`src/rtl/fifo_wr_arbiter.sv`:
```
// Round-robin burst arbiter: shares one FIFO write port among N_REQ requesters, one burst per grant.
// Latency: one IDLE arbitration cycle before each burst; beats then pass through combinationally.
// Backpressure: fifo_full_wr drops req_ready/wr_en of the owner and freezes the burst counters.
module fifo_wr_arbiter #(
  parameter int N_REQ     = 4,
  parameter int DATA_W    = 8,
  parameter int MAX_BURST = 16,
  parameter int IDLE_TMO  = 8
) (
  input  logic                      clk_wr,
  input  logic                      rst_wr_n,
  input  logic                      en,
  input  logic [N_REQ-1:0]          req_valid,
  input  logic [N_REQ*DATA_W-1:0]   req_data,
  input  logic [N_REQ-1:0]          req_last,
  output logic [N_REQ-1:0]          req_ready,
  input  logic                      fifo_full_wr,
  output logic                      wr_en,
  output logic [DATA_W-1:0]         wr_data,
  output logic [N_REQ-1:0]          grant,
  output logic                      busy
);

  localparam int IDX_W = (N_REQ > 1) ? $clog2(N_REQ) : 1;
  localparam int BC_W  = $clog2(MAX_BURST) + 1;
  localparam int TC_W  = $clog2(IDLE_TMO) + 1;

  localparam logic [IDX_W-1:0] IDX_LAST = IDX_W'(N_REQ - 1);
  localparam logic [BC_W-1:0]  BEAT_END = BC_W'(MAX_BURST - 1);
  localparam logic [TC_W-1:0]  TMO_END  = TC_W'(IDLE_TMO - 1);

  typedef enum logic {S_IDLE, S_BURST} state_t;

  state_t           state;
  logic [IDX_W-1:0] gnt_idx;
  logic [IDX_W-1:0] last_idx;
  logic [BC_W-1:0]  beat_cnt;
  logic [TC_W-1:0]  tmo_cnt;

  logic             pick_vld;
  logic [IDX_W-1:0] pick_idx;
  logic             own_valid;
  logic             own_last;
  logic             burst_done;
  logic             tmo_done;

  // Round-robin pick: first valid requester after the previous owner, wrapping around.
  always_comb begin
    pick_vld = 1'b0;
    pick_idx = '0;
    for (int k = 1; k <= N_REQ; k++) begin
      if (!pick_vld && req_valid[(int'(last_idx) + k) % N_REQ]) begin
        pick_vld = 1'b1;
        pick_idx = IDX_W'((int'(last_idx) + k) % N_REQ);
      end
    end
  end

  // Owner-side view of the bus and the two release conditions.
  always_comb begin
    own_valid  = req_valid[gnt_idx];
    own_last   = req_last[gnt_idx];
    burst_done = wr_en && (own_last || (beat_cnt == BEAT_END));
    tmo_done   = !own_valid && (tmo_cnt == TMO_END);
  end

  // Output decode: everything is zero outside BURST; full stalls the owner without releasing it.
  always_comb begin
    grant     = '0;
    req_ready = '0;
    busy      = 1'b0;
    wr_en     = 1'b0;
    wr_data   = '0;
    if (state == S_BURST) begin
      grant[gnt_idx]     = 1'b1;
      req_ready[gnt_idx] = !fifo_full_wr;
      busy               = 1'b1;
      wr_en              = own_valid && !fifo_full_wr;
      wr_data            = req_data[int'(gnt_idx)*DATA_W +: DATA_W];
    end
  end

  // Arbiter FSM: IDLE grants, BURST counts beats / idle cycles until a release condition.
  always_ff @(posedge clk_wr or negedge rst_wr_n) begin
    if (!rst_wr_n) begin
      state    <= S_IDLE;
      gnt_idx  <= '0;
      last_idx <= IDX_LAST;
      beat_cnt <= '0;
      tmo_cnt  <= '0;
    end else begin
      case (state)
        S_IDLE: begin
          if (en && pick_vld) begin
            gnt_idx  <= pick_idx;
            beat_cnt <= '0;
            tmo_cnt  <= '0;
            state    <= S_BURST;
          end
        end
        S_BURST: begin
          if (wr_en) begin
            beat_cnt <= beat_cnt + 1'b1;
            tmo_cnt  <= '0;
            if (burst_done) begin
              last_idx <= gnt_idx;
              state    <= S_IDLE;
            end
          end else if (!own_valid) begin
            if (tmo_done) begin
              last_idx <= gnt_idx;
              state    <= S_IDLE;
            end else begin
              tmo_cnt <= tmo_cnt + 1'b1;
            end
          end
        end
        default: state <= S_IDLE;
      endcase
    end
  end

endmodule

```
`config.mk`:
```
export PLATFORM = sky130hd
export DESIGN_NAME = fifo_wr_arbiter
export DESIGN_NICKNAME = d
export VERILOG_FILES = /design/src/rtl/fifo_wr_arbiter.sv
export SDC_FILE = /design/constraint.sdc
export NUM_CORES = 1
export LEC_CHECK = 0
export BUFFER_PORTS_ARGS = -buffer_cell sky130_fd_sc_hd__clkbuf_2
export CAP_MARGIN = 10
export CORE_MARGIN = 4
export CORE_UTILIZATION = 46
export CTS_BUF_LIST = sky130_fd_sc_hd__clkbuf_4 sky130_fd_sc_hd__clkbuf_8
export DETAILED_ROUTE_END_ITERATION = 7
export GPL_TIMING_DRIVEN = 0
export HOLD_SLACK_MARGIN = 0.02
export PLACE_DENSITY_LB_ADDON = 0.2
export SLEW_MARGIN = 20
export SYNTH_ARGS = -nofsm -noshare
export SYNTH_HDL_FRONTEND = slang
export SYNTH_SLANG_ARGS = --single-unit
```
`constraint.sdc`:
```
create_clock -name clk_wr -period 2.4 [get_ports clk_wr]
set_clock_uncertainty 0.15 [all_clocks]
set_input_delay 0.12 -clock clk_wr [delete_from_list [all_inputs] [get_ports clk_wr]]
set_output_delay 0.12 -clock clk_wr [all_outputs]
set_load 0.05 [all_outputs]
```
# Word-level counts from Yosys, hierarchy flattened
# Cells that the tools add are included.
[totals]
word_cells = 104
out_inout_bits = 18
register_bits = 14
input_bits = 44
[classes]
n_eq_ne = 8
addsub = 6
bitwise = 6
order_cmp = 6
mux = 49
n_reduce_logical = 23
n_shift = 1
[ops]
columns = ["op", "n"]
rows = [
  ["$shiftx A32 B6 Y8", 1],
  ["$mux W4", 6],
  ["$mux W1", 22],
  ["$lt A3 B4 Y1 const B", 4],
  ["$mux W2", 8],
  ["$bmux W1 S2", 6],
  ["$mux W5", 2],
  ["$pmux W5 S2", 1],
  ["$logic_and A1 B1 Y1", 8],
  ["$mux W8", 1],
  ["$pmux W4 S2", 1],
  ["$reduce_or A2 Y1", 4],
  ["$ne A2 B2 Y1 const B", 3],
  ["$ne A3 B3 Y1 const B", 2],
  ["$add A5 B1 Y5 const B", 1],
  ["$eq A5 B4 Y1 const B", 1],
  ["$logic_not A1 Y1", 5],
  ["$add A2 B1 Y2 const B", 2],
  ["$add A2 B2 Y2 const B", 2],
  ["$add A4 B1 Y4 const B", 1],
  ["$and A1 B1 Y1 const A", 4],
  ["$and A4 B4 Y4", 1],
  ["$eq A4 B3 Y1 const B", 1],
  ["$reduce_and A2 Y1", 2],
  ["other kinds (10)", 10],
]

# Logic depth before layout (Yosys ltp)
[logic_depth]
ltp_word = 19
depth_mapped = 6
ltp_nobuf = 6

# Worst setup path before layout
# Ideal clock, no wire load.
[synth_path]
kind = "register -> output"
start = "register state"
end = "output grant[1]"
stages_incl_launch_ff = 3
required_ns = 2.130
slack_ns = -0.116
t_arrival_ns = 2.246
path_buffers = 0
path_cell_list = "dfrtp_1 clkinv_1 nor3b_1"
[synth_between]
elab_chain_cells = 1
[synth_rtl]
columns = ["item", "line", "text"]
rows = [
  ["start: declaration", "34", "state_t state;"],
  ["start signal: assignment", "86", "state <= S_IDLE;"],
  ["start signal: assignment", "98", "state <= S_BURST;"],
  ["start signal: assignment", "107", "state <= S_IDLE;"],
  ["$mux W4", "74", "if (state == S_BURST) begin"],
  ["end: declaration", "20", "output logic [N_REQ-1:0] grant,"],
]
# No other way between the ends.

# Worst setup path in the final report
[layout_path]
start = "register gnt_idx[0]"
end = "output wr_en"
[layout_between]
elab_chain_cells = 4
[layout_rtl]
columns = ["item", "line", "text"]
rows = [
  ["start: declaration", "35", "logic [IDX_W-1:0] gnt_idx;"],
  ["start signal: assignment", "95", "gnt_idx <= pick_idx;"],
  ["$bmux W1 S2", "61", "own_valid = req_valid[gnt_idx];"],
  ["$mux W1 (not written as such)", "61", ""],
  ["$logic_and A1 B1 Y1", "78", "wr_en = own_valid && !fifo_full_wr;"],
  ["$mux W1", "74", ""],
  ["end: declaration", "18", "output logic wr_en,"],
]
# No other way between the ends. The select of a mux whose other input is x is not followed.

==> out/metrics.cfg <==
[routing]
dr.pass1.iters = 4
wirelength_um = 2940
drt_iter0_drc = 33
viasPerCell = 5.53
route.detailed.drc = 0
vias = 1140
post_drt_wl_per_cell_um = 14.2
route.antenna.remaining_nets = 0

[worst_setup_path]
crit_path_max_incr_delay_ns = 0.59
slowest_stage = mux4_2
worstPathMaxFanout = 10
startpoint_type = flop
critPathRequiredTime_ns = 2.13
path_delay_family = buffers and inverters
worst_ep_arrival_time_ns = 1.99
crit_path_cell_trace = buf_6 -> mux4_2 -> nand3_1 -> buf_2 -> inv_1 -> clkbuf_2
end_kind = output port
path_class = flop to output port
path_buf_inv = 4

[yosys]
synth-seq-cells = 14
synth_top_area_share_pct = 26.3
async_reset_ff_share_pct = 100
synth_area_leaders = dfrtp_1, mux4_2, mux4_1, and2_1, dfstp_2
synth_cell_types = 37
syn_area_mm2 = 0.00114
netlist_instances = 112
synth_edf_count = 0
synth_nets = 159
seq_area_frac_synth_pct = 30.9
ys.flop_type = dfrtp_1
ys.warnings.count = 0
yosysTopAreaCell = dfrtp_1
avgSynthCellArea_um2 = 10.2

[finish]
seqCellArea_um2 = 353
multiInputGateArea_um2 = 726
instances_no_fill = 206
num-nets-final = 226
syn_to_final_growth_pct = 33.4
n_antenna_cell = 0
drive_gt1_share_pct = 47.2
nFillCells = 177
final_core_util_pct = 66.9
final_cell_area_mm2 = 0.00152

[pwr]
ir_drop_uv = 855
power_mw = 1.93
leakage_nw = 0.771
power_density_mw_per_mm2 = 1270

[placed_design]
portBuffers = 61
dp.cells = 201
placed_cell_area_mm2 = 0.00148
preCtsSetupSlack_ns = 0.317
post-dp-hpwl_um = 2440
gp_congestion = 0.860

[grt]
grt_start_max_net_pins = 15
grt_overflow = 0
grtUsageTotal_pct = 18.5
grt_pass1_vias = 1120
antenna_found_initial = 0
grt_pass1_wl_um = 4910

[timing]
maxSlewViolCount = 0
setup_viol = 0
period_share_pct = 94.2
tightest_slew_ns = 0.374
clock.fmax_ghz = 0.443
tns_ns = 0
max_slew_margin_pct = 75.1
layout_setup_ws_ns = 0.140
finalHoldViolations = 0
finalCriticalPeriod_ns = 2.26
rsz0062_at_grt = false
timing.hold.ws_ns = 0.0548

[clocking]
numCtsBuffers = 3
cts_root_buf = clkbuf_4
clock_path_buffers = 2
cts_tree = built
worst_skew_pair.late_latency_ns = 0.27
clkTransAtPathRegs_ns = 0.08
cts_sinks = 14
htree_levels = 1

[floorplan]
num_rows = 17
io_pins = 62
design.die.area_mm2 = 0.00334
start_util_pct = 50.1
coreArea_mm2 = 0.00228
die_x_um = 57.8
die_height_um = 57.8

[flow_run]
cap_violations = 0

[worst_hold_path]
hold_path.class = primary input to flop

[run_status]
status = complete, no violations

cell usage after synthesis (4+ instances only):
master / instances
and2_1: 9
clkbuf_1: 4
dfrtp_1: 12
inv_1: 6
mux4_1: 4
mux4_2: 6
nand2_1: 8
nand3_1: 10
nor3_1: 4
nor3b_1: 4
o21ai_0: 6
routing by layer:
layer / track usage [%] / part of all wire [%] / vias to the layer above
met5: 0 / 0 / -
met4: 5.96 / 1.5 / 0
met3: 2.45 / 9.2 / 6
met2: 32.3 / 48 / 47
met1: 23.6 / 41 / 529
li1: - / - / 558
power breakdown:
part	internal, mW	switching (mW)
sequential	0.337	0.0758
clock	0.0757	0.0718
combinational	0.483	0.883
cell usage in the layout, fill, tap and decap left out, types with 2 or more instances in the layout:
cell	count
clkbuf_2	62
dfrtp_1	12
clkbuf_4	4
mux4_1	4
clkbuf_1	3
inv_1	6
ha_1	3
nor3_1	4
mux4_2	6
nand3_1	10
o31ai_1	2
o21ai_0	6
dfstp_2	2
nor2_1	3
nand2_1	8
o211ai_1	2
and2_1	9
a21oi_1	3
nand2b_1	2
mux2_2	3
buf_2	2
nor3b_1	4
path summary, 6_finish.rpt:
| path | from | end | slack (ns) | cells after the start |
|---|---|---|---|---|
| setup / recovery | gnt_idx[0] | wr_en | 0.14 | 6 |
| hold / removal | fifo_full_wr | tmo_cnt[3] | 0.05 | 3 |
| setup reg to reg | gnt_idx[0] | last_idx[0] | 0.36 | 5 |
| hold reg to reg | beat_cnt[4] | beat_cnt[4] | 0.36 | 2 |
| max in group asynchronous | rst_wr_n | last_idx[1] | 1.67 | 2 |
| min in group asynchronous | rst_wr_n | tmo_cnt[0] | 0.13 | 2 |
registers in the layout (all words and copies together), names as in the netlist:
register	cells
tmo_cnt	4
state	1
beat_cnt	5
gnt_idx	2
last_idx	2
area by class of cell:
| class | count | share of cell area (%) |
|---|---|---|
| inverter | 7 | 1.73 |
| buffer | 7 | 2.47 |
| clock buffer | 4 | 1.97 |
| tap | 28 | 2.30 |
| multi-input combinational | 84 | 47.7 |
| timing repair buffer | 62 | 20.7 |
| sequential | 14 | 23.2 |
worst reg2reg max path, cell delays in order, from the launching register on:
cell     delay, ns
dfrtp_1       0.35
buf_6         0.17
mux4_2        0.60
o211a_1       0.19
o21ai_2       0.18
mux2_2        0.35
repair_timing:
action | in CTS | in global routing
hold endpoints to repair | 14 | 0
endpoints found under the setup margin | 0 | 1
resized for setup | 0 | 2
setup buffers | 0 | 0
hold buffers | 1 | 0
cells by family (layout without fill, tap and decap cells):
| kind of cell | Yosys count | in the layout | synth area share [%] |
|---|---|---|---|
| AOI/OAI and AO/OA | 22 | 22 | 13.6 |
| xor gates and xnor gates | 1 | 1 | 0.768 |
| adders and majority gates | 3 | 3 | 3.29 |
| buffers and inverters | 14 | 80 | 5.48 |
| DFF | 14 | 14 | 30.9 |
| muxes | 13 | 13 | 24.0 |
| and+or+nand+nor | 45 | 45 | 21.9 |
Note: power is estimated with default switching activity, not from simulation.
